===== config.mk =====
export PLATFORM = sky130hd
export DESIGN_NAME = countdown_timer_ctrl
export DESIGN_NICKNAME = d
export VERILOG_FILES = /design/src/rtl/timer_pkg.sv /design/src/rtl/countdown_timer_tick_gen.sv /design/src/rtl/countdown_timer_ctrl.sv
export SDC_FILE = /design/constraint.sdc
export NUM_CORES = 1
export LEC_CHECK = 0
export BUFFER_PORTS_ARGS = -buffer_cell sky130_fd_sc_hd__buf_4
export CAP_MARGIN = 20
export CORE_MARGIN = 5
export CORE_UTILIZATION = 55
export CTS_CLUSTER_DIAMETER = 40
export DETAILED_ROUTE_END_ITERATION = 10
export PLACE_DENSITY = 0.72
export SLEW_MARGIN = 20
export SYNTH_ARGS = -nofsm -noshare
export SYNTH_HDL_FRONTEND = slang
export SYNTH_HIERARCHICAL = 1
export SYNTH_SLANG_ARGS = --single-unit

===== constraint.sdc =====
create_clock -name clk -period 3.8 [get_ports clk]
set_clock_uncertainty 0.2 [all_clocks]
set_input_delay 0.19 -clock clk [delete_from_list [all_inputs] [get_ports clk]]
set_output_delay 0.19 -clock clk [all_outputs]
set_load 0.005 [all_outputs]

===== src/rtl/timer_pkg.sv =====
// Shared types and constants for the countdown display controller.
package timer_pkg;

  typedef enum logic [1:0] {IDLE, RUN, PAUSE, EXPIRED} state_t;

  localparam logic [3:0] DIGIT_BLANK = 4'hF;
  localparam logic [3:0] DIGIT_MAX   = 4'd9;

  // BCD decrement of a two-digit value; callers never pass 0,0.
  function automatic logic [7:0] bcd_dec(input logic [3:0] ten, input logic [3:0] one);
    if (one != 4'd0) begin
      return {ten, one - 4'd1};
    end
    return {ten - 4'd1, DIGIT_MAX};
  endfunction

endpackage


===== src/rtl/countdown_timer_tick_gen.sv =====
// Prescaler: counts 0..DIV-1 while enabled and flags the terminal count.
module tick_gen #(
  parameter int unsigned DIV = 4
) (
  input  logic clk,
  input  logic rst,
  input  logic en,
  input  logic clr,
  output logic tick
);

  localparam int unsigned CW = (DIV > 1) ? $clog2(DIV) : 1;

  logic [CW-1:0] cnt_q, cnt_d;
  logic          at_top;

  assign at_top = (cnt_q == CW'(DIV - 1));
  assign tick   = en & at_top;

  // Clear wins over enable so a reload coinciding with a tick restarts the period.
  always_comb begin
    cnt_d = cnt_q;
    if (clr) begin
      cnt_d = '0;
    end else if (en) begin
      cnt_d = at_top ? '0 : cnt_q + CW'(1);
    end
  end

  always_ff @(posedge clk or posedge rst) begin
    if (rst) begin
      cnt_q <= '0;
    end else begin
      cnt_q <= cnt_d;
    end
  end

endmodule


===== src/rtl/countdown_timer_ctrl.sv =====
// Two-digit BCD countdown sequencer with start/pause/reload buttons and blinking expiry.
module countdown_timer_ctrl
  import timer_pkg::*;
#(
  parameter int unsigned CLK_HZ    = 50_000_000,
  parameter int unsigned BLINK_DIV = 12_500_000,
  parameter int unsigned START_TEN = 3,
  parameter int unsigned START_ONE = 0
) (
  input  logic       clk,
  input  logic       rst,
  input  logic       startBtn,
  input  logic       pauseBtn,
  input  logic       reloadBtn,
  output logic [3:0] timeLeftTen,
  output logic [3:0] timeLeftOne,
  output logic       running,
  output logic       timeUp,
  output logic       timeUpPulse
);

  if (START_TEN > 9 || START_ONE > 9) begin : g_bad_start
    $error("countdown_timer_ctrl: START digits must be 0..9");
  end
  if (CLK_HZ < 2 || BLINK_DIV < 1) begin : g_bad_div
    $error("countdown_timer_ctrl: CLK_HZ must be >= 2 and BLINK_DIV >= 1");
  end

  localparam int unsigned BW      = (BLINK_DIV > 1) ? $clog2(BLINK_DIV) : 1;
  localparam logic [3:0]  ST_TEN  = 4'(START_TEN);
  localparam logic [3:0]  ST_ONE  = 4'(START_ONE);
  localparam logic        ST_ZERO = (START_TEN == 0) && (START_ONE == 0);

  // Bit order: {reload, pause, start}; events are registered, adding one cycle of latency.
  logic [2:0] btn_prev_q, btn_evt_q, btns;
  logic       start_evt, pause_evt, reload_evt;

  assign btns       = {reloadBtn, pauseBtn, startBtn};
  assign start_evt  = btn_evt_q[0];
  assign pause_evt  = btn_evt_q[1];
  assign reload_evt = btn_evt_q[2];

  always_ff @(posedge clk or posedge rst) begin
    if (rst) begin
      btn_prev_q <= '0;
      btn_evt_q  <= '0;
    end else begin
      btn_prev_q <= btns;
      btn_evt_q  <= btns & ~btn_prev_q;
    end
  end

  state_t          state_q, state_d;
  logic [3:0]      tens_q, tens_d, ones_q, ones_d;
  logic [BW-1:0]   blink_cnt_q, blink_cnt_d;
  logic            phase_q, phase_d;
  logic [3:0]      ten_out_q, ten_out_d, one_out_q, one_out_d;
  logic            running_q, time_up_q, pulse_q;
  logic            tick, pre_clr;
  logic [7:0]      dec;

  tick_gen #(
    .DIV (CLK_HZ)
  ) u_tick_gen (
    .clk  (clk),
    .rst  (rst),
    .en   (state_q == RUN),
    .clr  (pre_clr),
    .tick (tick)
  );

  assign dec = bcd_dec(tens_q, ones_q);

  always_comb begin
    state_d = state_q;
    tens_d  = tens_q;
    ones_d  = ones_q;
    pre_clr = 1'b0;
    if (reload_evt) begin
      state_d = IDLE;
      tens_d  = ST_TEN;
      ones_d  = ST_ONE;
      pre_clr = 1'b1;
    end else begin
      unique case (state_q)
        IDLE: begin
          if (start_evt) begin
            pre_clr = 1'b1;
            state_d = ST_ZERO ? EXPIRED : RUN;
          end
        end
        RUN: begin
          // A tick is applied before a same-cycle pause; expiry overrides the pause.
          if (tick) begin
            tens_d = dec[7:4];
            ones_d = dec[3:0];
            if (dec == 8'h00) begin
              state_d = EXPIRED;
            end else if (pause_evt) begin
              state_d = PAUSE;
            end
          end else if (pause_evt) begin
            state_d = PAUSE;
          end
        end
        PAUSE: begin
          if (pause_evt || start_evt) begin
            state_d = RUN;
          end
        end
        EXPIRED: ;
        default: state_d = IDLE;
      endcase
    end
  end

  always_comb begin
    blink_cnt_d = '0;
    phase_d     = 1'b0;
    if (state_d == EXPIRED && state_q == EXPIRED) begin
      if (blink_cnt_q == BW'(BLINK_DIV - 1)) begin
        phase_d = ~phase_q;
      end else begin
        blink_cnt_d = blink_cnt_q + BW'(1);
        phase_d     = phase_q;
      end
    end
    ten_out_d = (state_d == EXPIRED && phase_d) ? DIGIT_BLANK : tens_d;
    one_out_d = (state_d == EXPIRED && phase_d) ? DIGIT_BLANK : ones_d;
  end

  always_ff @(posedge clk or posedge rst) begin
    if (rst) begin
      state_q     <= IDLE;
      tens_q      <= ST_TEN;
      ones_q      <= ST_ONE;
      blink_cnt_q <= '0;
      phase_q     <= 1'b0;
      ten_out_q   <= ST_TEN;
      one_out_q   <= ST_ONE;
      running_q   <= 1'b0;
      time_up_q   <= 1'b0;
      pulse_q     <= 1'b0;
    end else begin
      state_q     <= state_d;
      tens_q      <= tens_d;
      ones_q      <= ones_d;
      blink_cnt_q <= blink_cnt_d;
      phase_q     <= phase_d;
      ten_out_q   <= ten_out_d;
      one_out_q   <= one_out_d;
      running_q   <= (state_d == RUN);
      time_up_q   <= (state_d == EXPIRED);
      pulse_q     <= (state_d == EXPIRED) && (state_q != EXPIRED);
    end
  end

  assign timeLeftTen = ten_out_q;
  assign timeLeftOne = one_out_q;
  assign running     = running_q;
  assign timeUp      = time_up_q;
  assign timeUpPulse = pulse_q;

endmodule


==> results of run 1 <==
==> worst paths after layout <==
kind | startpoint | to | slack (ns) | cells after the start
max | u_tick_gen/cnt_q[0] | timeLeftOne[2] | 0.70 | 8
min | btn_prev_q[1] | btn_evt_q[1] | 0.19 | 1
max reg2reg | u_tick_gen/cnt_q[0] | timeLeftOne[2] | 0.70 | 8
min reg2reg | btn_prev_q[1] | btn_evt_q[1] | 0.19 | 1
max in group asynchronous | rst | btn_prev_q[1] | 2.49 | 3
min in group asynchronous | rst | u_tick_gen/cnt_q[14] | 0.33 | 3
==> Yosys cell counts (2+ instances only) <==
cell type	n
sky130_fd_sc_hd__dfrtp_1	74
sky130_fd_sc_hd__nor2_1	55
sky130_fd_sc_hd__and4_1	3
sky130_fd_sc_hd__xor2_1	15
sky130_fd_sc_hd__ha_1	3
sky130_fd_sc_hd__nand3_1	16
sky130_fd_sc_hd__nor3_1	14
sky130_fd_sc_hd__and3_1	2
sky130_fd_sc_hd__o21ai_0	13
sky130_fd_sc_hd__nand4_1	13
sky130_fd_sc_hd__xnor2_1	24
sky130_fd_sc_hd__nand2b_1	5
sky130_fd_sc_hd__or3_1	9
sky130_fd_sc_hd__nor2b_1	7
sky130_fd_sc_hd__and4_4	2
sky130_fd_sc_hd__or4_1	7
sky130_fd_sc_hd__buf_4	5
sky130_fd_sc_hd__inv_1	19
sky130_fd_sc_hd__clkbuf_1	4
sky130_fd_sc_hd__nand2_1	23
sky130_fd_sc_hd__dfstp_2	4
sky130_fd_sc_hd__buf_2	3
sky130_fd_sc_hd__o31ai_1	6
sky130_fd_sc_hd__nand4_2	2
sky130_fd_sc_hd__nor4b_1	2
sky130_fd_sc_hd__nor4_1	5
sky130_fd_sc_hd__and2_1	2
sky130_fd_sc_hd__a21oi_1	19
==> layout make-up <==
class / count / area, sq um / share of cell area [%]
Tap cell: 80 / 100 / 2.36
Sequential cell: 78 / 1960 / 46.1
Clock buffer: 10 / 128 / 3.01
Timing Repair Buffer: 22 / 175 / 4.13
Multi-Input combinational cell: 272 / 1700 / 40.1
Inverter: 19 / 72.6 / 1.71
Clock inverter: 6 / 110 / 2.60
==> layer usage <==
metal / track usage [%] / vias to the layer above
met2: 28.4 / 29
met3: 3.22 / 10
li1: - / 1368
met1: 23.7 / 1334
met4: 7.57 / 0
met5: 0 / -
==> power breakdown <==
group / internal (mW) / switching (mW) / leakage (nW) / total, mW
Combinational: 0.0297 / 0.0566 / 0.589 / 0.0863
Clock: 0.435 / 0.292 / 0.112 / 0.727
Sequential: 0.843 / 0.0135 / 1.06 / 0.857
==> sequential cells by signal, summed over array words and instances (netlist names) <==
name,cells
u_tick_gen/cnt_q,26
blink_cnt_q,24
ones_q,4
tens_q,4
timeLeftOne,4
timeLeftTen,4
btn_evt_q,3
btn_prev_q,3
state_q,2
phase_q,1
running,1
timeUp,1
timeUpPulse,1
==> worst max-delay path, stage by stage, from the launching register on <==
cell	delay, ns
sky130_fd_sc_hd__dfrtp_1	0.40
sky130_fd_sc_hd__ha_1	0.20
sky130_fd_sc_hd__nor4bb_1	0.28
sky130_fd_sc_hd__nand4_1	0.23
sky130_fd_sc_hd__nor3_1	0.61
sky130_fd_sc_hd__nand3b_1	0.31
sky130_fd_sc_hd__or4b_1	0.53
sky130_fd_sc_hd__a21oi_1	0.16
sky130_fd_sc_hd__nand2b_1	0.12
==> metrics by stage <==
step                      hold WS (ns)  util, %  cells  area (sq um)  total power [mW]
final                            0.195     62.8    487          4240              1.67
after global routing             0.230     62.8    487          4240              1.74
after CTS                        0.197     62.8    487          4240              1.69
after detailed placement         0.107     58.6    467          3960             0.957
after global placement           0.106     58.6    467          3960             0.955
after floorplan                 0.0214        -    382          3810             0.933
==> logic make-up (layout without fill, tap and decap cells) <==
family          Yosys count  in the layout  share of synthesized area, %
compound gates           52             52                          8.74
buf+inv                  32             57                          3.94
simple gates            177            177                          25.7
xor+xnor                 39             39                          8.97
flops                    78             78                          51.4
fa+ha+maj                 3              3                         0.986
mux                       1              1                         0.263
==> implementation parameters, run 1 <==
Parameter                              Value

Setup path
  Critical path endpoint category ... register
  Critical path peak fanout ... 6
  Required @ worst endpoint ... 3.88 ns
  Arrival time reported for the critical path endpoint ... ~3.2 ns
  Crit Path Class ... register to register
  Worst Setup Start Kind ... register

Placed design
  Post-place setup slack ... between 0.7 and 0.8 ns
  HPWL after detailed placement ... 4580 um
  Port bufs ... 15
  Final weighted congestion in routability-driven placement ... 0.807

Finish
  Most used cells in the layout excluding fill and tap cells ... sky130_fd_sc_hd__dfrtp_1 (74), sky130_fd_sc_hd__nor2_1 (55), sky130_fd_sc_hd__xnor2_1 (24)
  Area overhead of the layout relative to synthesis ... 11.4%
  Fillers ... 547
  Final #Nets ... 410
  Most common library cell in the layout ignoring fill and taps ... sky130_fd_sc_hd__dfrtp_1
  Ratio of cells with drive above 1 in the final layout ... 12.8%
  Number of diodes added for antenna fixing ... 0

Flow run
  Max-Cap Viols ... 0

Floorplanning
  Count of pins on the block boundary ... 16
  Starting density of the core ... between 50% and 60%
  Site Rows ... 30
  Die area ... around 8700 sq um
  Die Span Y ... 93.2 um
  Core outline area ... 6760 sq um
  Chip width ... 93.2 um

STA
  Total negative slack for setup checks ... 0 ns
  Worst slew slack as a fraction of its limit ... 37.7%
  Actual slew at the worst max-slew pin ... approximately 0.93 ns
  Time the worst path needs with I/O delays and setup ... 3.10 ns
  Final-report setup violation count ... 0
  Worst setup margin ... 0.698 ns
  Max Freq ... 0.322 GHz
  Setup repair after global routing missed its margin ... false
  Final Max Slew Viols ... 0
  Final period utilization ... 81.6%
  Number of hold violations in the final report ... 0

Route
  Routed wire length on met2 ... 3290 um
  Detailed-route via count ... 2741
  Wire length on met1 ... 3370 um
  Via/cell ratio ... 5.63
  Total DRC errors in the routed layout ... 0
  Routed length on met3 ... 176 um
  First-pass detailed-route iteration total ... 4
  Highest signal layer in the routed design ... met4
  WL per Instance ... 14.2 um
  DRT iter0 DRCs ... 132
  Post-route ant nets ... 0
  Total Routed Length ... slightly below 7000 um

Clock tree
  Total setup buffers inserted after CTS ... 0
  Inserted Clock Buffers ... 9
  Number of gates given a new drive strength after cts ... 0
  CTS tree ... built
  Register clock-pin slew on the reported worst setup and hold paths ... 0.07 ns
  CTS Buffer Depth ... 2
  Cell at the root of the clock tree ... sky130_fd_sc_hd__clkbuf_8
  Insertion delay of the later-clocked pin in the worst-skew pair ... approximately 0.35 ns
  H-tree levels ... 3
  Number of buffers inserted for hold repair after clock tree synthesis ... 4
  Number of sinks driven by the clock tree ... 78

Yosys
  Top cells by area, synth ... sky130_fd_sc_hd__dfrtp_1 (49%), sky130_fd_sc_hd__xnor2_1 (5.5%), sky130_fd_sc_hd__nor2_1 (5.4%), sky130_fd_sc_hd__xor2_1 (3.5%), sky130_fd_sc_hd__dfstp_2 (2.8%)
  Synth warnings ... 6
  Flip-flop and latch count after synthesis ... between 70 and 80
  Yosys cell types ... 54
  Syn Area/Cell ... ~10 sq um
  Post-synthesis sequential area ratio ... 51.4%
  Dominant synthesized flop cell ... sky130_fd_sc_hd__dfrtp_1
  Synthesized cell area ... 3810 sq um
  Number of flops mapped to enable cells by yosys ... 0
  Area share of the largest cell type after synthesis ... between 40% and 50%
  Synthesized netlist cell count ... 382
  Net count of the mapped netlist ... around 400
  Yosys top cell by area ... sky130_fd_sc_hd__dfrtp_1
  Ys async rst share ... between 90% and 100%

Power and ir drop
  Lkg Pwr ... around 1.8 nW
  PD cells ... 394 nW/um^2
  Maximum VDD drop ... 0.000342 V

Global route
  Maximum number of pins on one net before global-route repair ... 53
  Global-route wire length before repair ... 12300 um
  Via count of the first global-routing pass ... 2690
  Total routing usage reported by global routing ... 17.7%
  Total global routing overflow ... 0
  Initial antenna violation count ... 0

Worst hold path
  Hold Path Class ... register to register

Outcome
  Outcome ... finished, final reports clean
(Power assumes the default switching activity.)
==> inputs of run 2 (changes only) <==
==> constraint.sdc (replaced) <==
create_clock -name clk -period 3.2 [get_ports clk]
set_clock_uncertainty 0.2 [all_clocks]
set_input_delay 0.16 -clock clk [delete_from_list [all_inputs] [get_ports clk]]
set_output_delay 0.16 -clock clk [all_outputs]
set_load 0.005 [all_outputs]
==> run 2 against run 1 <==
Compared with the run above: global-route usage down 0.14 points; combinational power increased by 16%; register-to-register slack worse by 0.37 ns; via count is 0.84% lower; final cell count is 0.21% higher; hold slack worse by 0.0072 ns; non-clock buffer count increased by 1; utilization down 0.24 points; sequential power grew 19%; clock-buffer cell count stayed put; clock power rose by 11%; critical path type unchanged; largest cell class unchanged.
==> implementation parameters, run 2 (synthesis gave the netlist of run 1 again) <==
Parameter                              Value

Route
  Total DRC errors in the routed layout ... 0
  Detailed-route via count ... between 2000 and 3000
  First-pass detailed-route iteration total ... 4
  Total Routed Length ... 6830 um
  Via/cell ratio ... 5.57
  DRT iter0 DRCs ... 102
  Post-route ant nets ... 0
  WL per Instance ... roughly 14 um

Global route
  Total global routing overflow ... 0
  Initial antenna violation count ... 0
  Via count of the first global-routing pass ... 2656
  Routing usage on met1 ... a little under a quarter
  Maximum number of pins on one net before global-route repair ... 53
  Total routing usage reported by global routing ... 17.6%
  GRT Max-Usage Layer ... met2
  Global-route wire length before repair ... 12200 um
  Met2 Usage GRT ... 27.6%
  Grt met3 use ... about 3.2%

Power and ir drop
  Sequential share of power ... 52.9%
  Switching Power ... 0.451 mW
  Internal Dissipation ... 1.47 mW
  Clock network power share ... a little over two fifths
  Maximum VDD drop ... approximately 0.00031 V
  Switching share of total power ... 23.4%
  PD cells ... roughly 460 nW/um^2
  Part of the total power dissipated in combinational logic ... between 5 and 6%
  Lkg Pwr ... 1.76 nW

STA
  Total negative slack for setup checks ... 0 ns
  Worst slew slack as a fraction of its limit ... 42.7%
  Time the worst path needs with I/O delays and setup ... 2.87 ns
  Number of hold violations in the final report ... 0
  Final period utilization ... between 80% and 90%
  Actual slew at the worst max-slew pin ... 0.859 ns
  Max Freq ... 0.348 GHz
  Final hold slack ... ~0.19 ns
  Final Max Slew Viols ... 0
  Final-report setup violation count ... 0
  Setup repair after global routing missed its margin ... false

Floorplanning
  Count of pins on the block boundary ... 16
  Die area ... 8680 sq um
  Starting density of the core ... 56.3%
  Die Span Y ... 93.2 um
  Site Rows ... 30
  Core outline area ... about 6800 sq um
  Chip width ... slightly above 90 um

Clock tree
  H-tree levels ... 3
  Number of sinks driven by the clock tree ... 78
  CTS tree ... built
  Inserted Clock Buffers ... 9
  Register clock-pin slew on the reported worst setup and hold paths ... 0.08 ns
  Insertion delay of the later-clocked pin in the worst-skew pair ... 0.36 ns
  Number of gates given a new drive strength after cts ... 0
  Cell at the root of the clock tree ... sky130_fd_sc_hd__clkbuf_8
  Number of buffers inserted for hold repair after clock tree synthesis ... 4
  CTS Buffer Depth ... 2
  Total setup buffers inserted after CTS ... 0

Placed design
  HPWL after detailed placement ... 4520 um
  Port bufs ... 15
  Final weighted congestion in routability-driven placement ... 0.795

Finish
  Largest register FFs ... 26
  Ratio of cells with drive above 1 in the final layout ... around an eighth
  Fillers ... 573
  Area overhead of the layout relative to synthesis ... 11.0%
  Most used cells in the layout excluding fill and tap cells ... sky130_fd_sc_hd__dfrtp_1 (74), sky130_fd_sc_hd__nor2_1 (55), sky130_fd_sc_hd__xnor2_1 (24)
  Most common library cell in the layout ignoring fill and taps ... sky130_fd_sc_hd__dfrtp_1
  Final #Nets ... 411
  Number of diodes added for antenna fixing ... 0
  Registers with the most flip-flops ... u_tick_gen/cnt_q: 26 flops, blink_cnt_q: 24 flops
  Top register by number of flip-flops ... u_tick_gen/cnt_q

Worst hold path
  Hold Path Class ... register to register

Setup path
  Worst Setup Start Kind ... register
  Required @ worst endpoint ... 3.29 ns
  Arrival time reported for the critical path endpoint ... 2.97 ns
  Critical path peak fanout ... 6
  Crit Path Class ... register to register
  Critical path endpoint category ... register

Outcome
  Outcome ... finished, final reports clean

Flow run
  Max-Cap Viols ... 0
run 2: area by class of cell:
cell class / count / area (sq um) / share of cell area (%)
tap: 80 / 100 / 2.37
timing repair buffer: 23 / 183 / 4.32
inverter: 19 / 72.6 / 1.72
multi-input combinational: 272 / 1700 / 40.2
sequential: 78 / 1960 / 46.3
clock buffer: 10 / 128 / 3.02
clock inverter: 6 / 86.3 / 2.04
run 2: path summary, 6_finish.rpt:
check                      cells past startpoint                start  slack (ns)                    to
hold reg to reg                                1        btn_prev_q[0]        0.19          btn_evt_q[0]
max in group asynchronous                      3                  rst        1.96        blink_cnt_q[2]
setup / recovery                               9  u_tick_gen/cnt_q[0]        0.33        timeLeftOne[2]
hold / removal                                 1        btn_prev_q[0]        0.19          btn_evt_q[0]
setup reg to reg                               9  u_tick_gen/cnt_q[0]        0.33        timeLeftOne[2]
min in group asynchronous                      3                  rst        0.23  u_tick_gen/cnt_q[13]
run 2: power groups by stage:
stage / combinational [mW] / sequential [mW] / clock, mW
finish: 0.100 / 1.02 / 0.808
global placement: 0.0973 / 1.04 / 0
global route: 0.117 / 1.02 / 0.869
detailed placement: 0.0982 / 1.04 / 0
CTS: 0.102 / 1.02 / 0.828
floorplan: 0.0754 / 1.03 / 0
run 2: stage by stage:
stage / instance area (sq um) / setup slack, ns / power [mW] / std cells / utilization, %
finish: 4230 / 0.326 / 1.93 / 488 / 62.5
global route: 4230 / 0.0868 / 2.01 / 488 / 62.5
CTS: 4220 / 0.321 / 1.95 / 488 / 62.5
detailed placement: 3970 / 0.385 / 1.14 / 468 / 58.8
global placement: 3970 / 0.541 / 1.13 / 468 / 58.8
floorplan: 3810 / 0.550 / 1.11 / 382 / -
run 2: worst max-delay path, cell delays in order (launching register included):
cell                       delay [ns]
sky130_fd_sc_hd__dfrtp_1         0.41
sky130_fd_sc_hd__ha_1            0.21
sky130_fd_sc_hd__nor4bb_1        0.31
sky130_fd_sc_hd__nand4_1         0.24
sky130_fd_sc_hd__nor3_1          0.30
sky130_fd_sc_hd__buf_4           0.19
sky130_fd_sc_hd__nand3b_1        0.18
sky130_fd_sc_hd__or4b_1          0.50
sky130_fd_sc_hd__a21oi_1         0.15
sky130_fd_sc_hd__nand2b_1        0.11
run 2: metal layers:
layer / vias to the layer above / routed length [um]
met1: 1313 / 3290
met3: 6 / 199
met4: 0 / 83
li1: 1372 / -
met2: 27 / 3250
met5: - / 0
==> inputs of run 3 (changes only) <==
--- a/config.mk
+++ b/config.mk
@@ -8,10 +8,9 @@
 export BUFFER_PORTS_ARGS = -buffer_cell sky130_fd_sc_hd__buf_4
 export CAP_MARGIN = 20
 export CORE_MARGIN = 5
-export CORE_UTILIZATION = 55
+export CORE_UTILIZATION = 40
 export CTS_CLUSTER_DIAMETER = 40
 export DETAILED_ROUTE_END_ITERATION = 10
-export PLACE_DENSITY = 0.72
 export SLEW_MARGIN = 20
 export SYNTH_ARGS = -nofsm -noshare
 export SYNTH_HDL_FRONTEND = slang
==> run 3 against run 2 <==
Compared with the run above: clock power is 2% higher; hold slack better by 0.0073 ns; maximum frequency is 4.2% higher; sequential cell count stayed put; critical path depth stayed put; sequential power about the same; setup slack improved by 0.12 ns; combinational power is essentially flat; register-to-register slack improved by 0.12 ns; first-iteration DRC count up 30%; highest routed layer unchanged.
==> implementation parameters, run 3 (synthesis gave the netlist of run 1 again) <==
Parameter                              Value

Route
  Post-route ant nets ... 0
  Total DRC errors in the routed layout ... 0
  First-pass detailed-route iteration total ... 4
  WL per Instance ... 13.4 um
  Total Routed Length ... 7220 um
  Via/cell ratio ... 5.11
  Detailed-route via count ... 2744
  DRT iter0 DRCs ... ~130

Placed design
  Final weighted congestion in routability-driven placement ... 0.744
  HPWL after detailed placement ... 4760 um
  Port bufs ... 15

Setup path
  Arrival time reported for the critical path endpoint ... 2.85 ns
  Required @ worst endpoint ... 3.30 ns
  Critical path endpoint category ... register
  Critical path peak fanout ... 6
  Crit Path Class ... register to register
  Worst Setup Start Kind ... register

STA
  Worst slew slack as a fraction of its limit ... a little over two fifths
  Final period utilization ... 86.2%
  Final Max Slew Viols ... 0
  Setup repair after global routing missed its margin ... false
  Number of hold violations in the final report ... 0
  Final-report setup violation count ... 0
  Max Freq ... 0.363 GHz
  Actual slew at the worst max-slew pin ... 0.868 ns
  Total negative slack for setup checks ... 0 ns
  Time the worst path needs with I/O delays and setup ... 2.76 ns

Global route
  GRT Max-Usage Layer ... met2
  Routing usage on met1 ... 18.0%
  Grt met3 use ... 4.92%
  Maximum number of pins on one net before global-route repair ... 53
  Total global routing overflow ... 0
  Initial antenna violation count ... 0
  Via count of the first global-routing pass ... 2636
  Met2 Usage GRT ... 21.4%
  Global-route wire length before repair ... between 10000 and 15000 um
  Total routing usage reported by global routing ... 13.6%

Clock tree
  Inserted Clock Buffers ... 9
  CTS Buffer Depth ... 2
  Insertion delay of the later-clocked pin in the worst-skew pair ... 0.36 ns
  Number of sinks driven by the clock tree ... 78
  H-tree levels ... 3
  Total setup buffers inserted after CTS ... 0
  Register clock-pin slew on the reported worst setup and hold paths ... 0.08 ns
  Cell at the root of the clock tree ... sky130_fd_sc_hd__clkbuf_8
  Number of gates given a new drive strength after cts ... 0
  CTS tree ... built

Finish
  Most common library cell in the layout ignoring fill and taps ... sky130_fd_sc_hd__dfrtp_1
  Area overhead of the layout relative to synthesis ... 12.8%
  Fillers ... 878
  Largest register FFs ... 26
  Register cell area after layout ... 1960 sq um
  Registers with the most flip-flops ... u_tick_gen/cnt_q: 26 flops, blink_cnt_q: 24 flops
  Multi-input gate area ... 1700 sq um
  Most used cells in the layout excluding fill and tap cells ... sky130_fd_sc_hd__dfrtp_1 (74), sky130_fd_sc_hd__nor2_1 (55), sky130_fd_sc_hd__xnor2_1 (24)
  Ratio of cells with drive above 1 in the final layout ... 13.5%
  Top register by number of flip-flops ... u_tick_gen/cnt_q
  Final #Nets ... 411
  Number of diodes added for antenna fixing ... 0

Floorplanning
  Die Span Y ... ~110 um
  Count of pins on the block boundary ... 16
  Die area ... 11600 sq um
  Chip width ... 108 um
  Site Rows ... 35
  Starting density of the core ... 41.2%
  Core outline area ... 9240 sq um

Power and ir drop
  Sequential share of power ... 52.4%
  Part of the total power dissipated in combinational logic ... around 5.3%
  Switching Power ... roughly 0.46 mW
  Clock network power share ... between 40 and 50%
  PD cells ... 452 nW/um^2
  Lkg Pwr ... between 1.5 and 2 nW
  Switching share of total power ... 23.7%
  Internal Dissipation ... 1.48 mW
  Maximum VDD drop ... 0.000409 V
  Total chip power ... 1.94 mW

Flow run
  Max-Cap Viols ... 0

Outcome
  Outcome ... finished, final reports clean

Worst hold path
  Hold Path Class ... register to register
==> run 3: changes by cell type in the layout (fill, tap and decap cells not counted) <==
cell / previous run / this run
sky130_fd_sc_hd__inv_6: 0 / 2
sky130_fd_sc_hd__clkbuf_1: 1 / 0
sky130_fd_sc_hd__clkinvlp_4: 1 / 0
==> run 3: area by class of cell <==
cell class | instances | area share [%]
clock buffer | 9 | 2.89
clock inverter | 7 | 2.24
inverter | 19 | 1.69
multi-input combinational | 272 | 39.6
sequential | 78 | 45.6
tap | 129 | 3.76
timing repair buffer | 23 | 4.26
==> run 3: path summary, 6_finish.rpt <==
kind                                     start              endpoint  slack (ns)  cells after the start
max reg2reg                u_tick_gen/cnt_q[0]        timeLeftOne[2]        0.44                      9
min                              btn_prev_q[1]          btn_evt_q[1]        0.19                      1
max                        u_tick_gen/cnt_q[0]        timeLeftOne[2]        0.44                      9
min reg2reg                      btn_prev_q[1]          btn_evt_q[1]        0.19                      1
min in group asynchronous                  rst  u_tick_gen/cnt_q[19]        0.25                      3
max in group asynchronous                  rst       blink_cnt_q[17]        1.95                      3
==> run 3: worst max-delay path, cell delays in order, from the launching register on <==
cell and delay (ns):
sky130_fd_sc_hd__dfrtp_1 0.41, sky130_fd_sc_hd__ha_1 0.20, sky130_fd_sc_hd__nor4bb_1 0.29, sky130_fd_sc_hd__nand4_1 0.24
sky130_fd_sc_hd__nor3_1 0.25, sky130_fd_sc_hd__buf_4 0.17, sky130_fd_sc_hd__nand3b_1 0.16, sky130_fd_sc_hd__or4b_1 0.49
sky130_fd_sc_hd__a21oi_1 0.17, sky130_fd_sc_hd__nand2b_1 0.12
==> run 3: timing repair <==
item	CTS	global route
hold buffers	4	0
hold endpoints to repair	80	0
setup endpoints to repair	0	0
==> run 3: routing by layer <==
metal | vias to the layer above | wire (um)
met2 | 31 | 3340
li1 | 1378 | -
met1 | 1327 | 3520
met3 | 8 | 274
met4 | 0 | 87
met5 | - | 0
==> run 3: stage by stage <==
stage               cell area, sq um  utilization, %  std cells  setup slack (ns)  hold slack, ns
global route                    4290            46.5        537             0.187           0.218
finish                          4290            46.5        537             0.442           0.195
global placement                4030            43.6        517             0.532          0.0764
CTS                             4290            46.4        537             0.441           0.200
floorplan                       3810               -        382             0.550        -0.00857
detailed placement              4030            43.6        517             0.432          0.0782
==> run 3: power groups by stage <==
stage	Clock (mW)	Combinational (mW)	Sequential (mW)
after floorplan	0	0.0754	1.03
after global placement	0	0.0992	1.03
after detailed placement	0	0.100	1.04
after CTS	0.852	0.104	1.02
after global routing	0.895	0.118	1.02
final	0.821	0.102	1.02
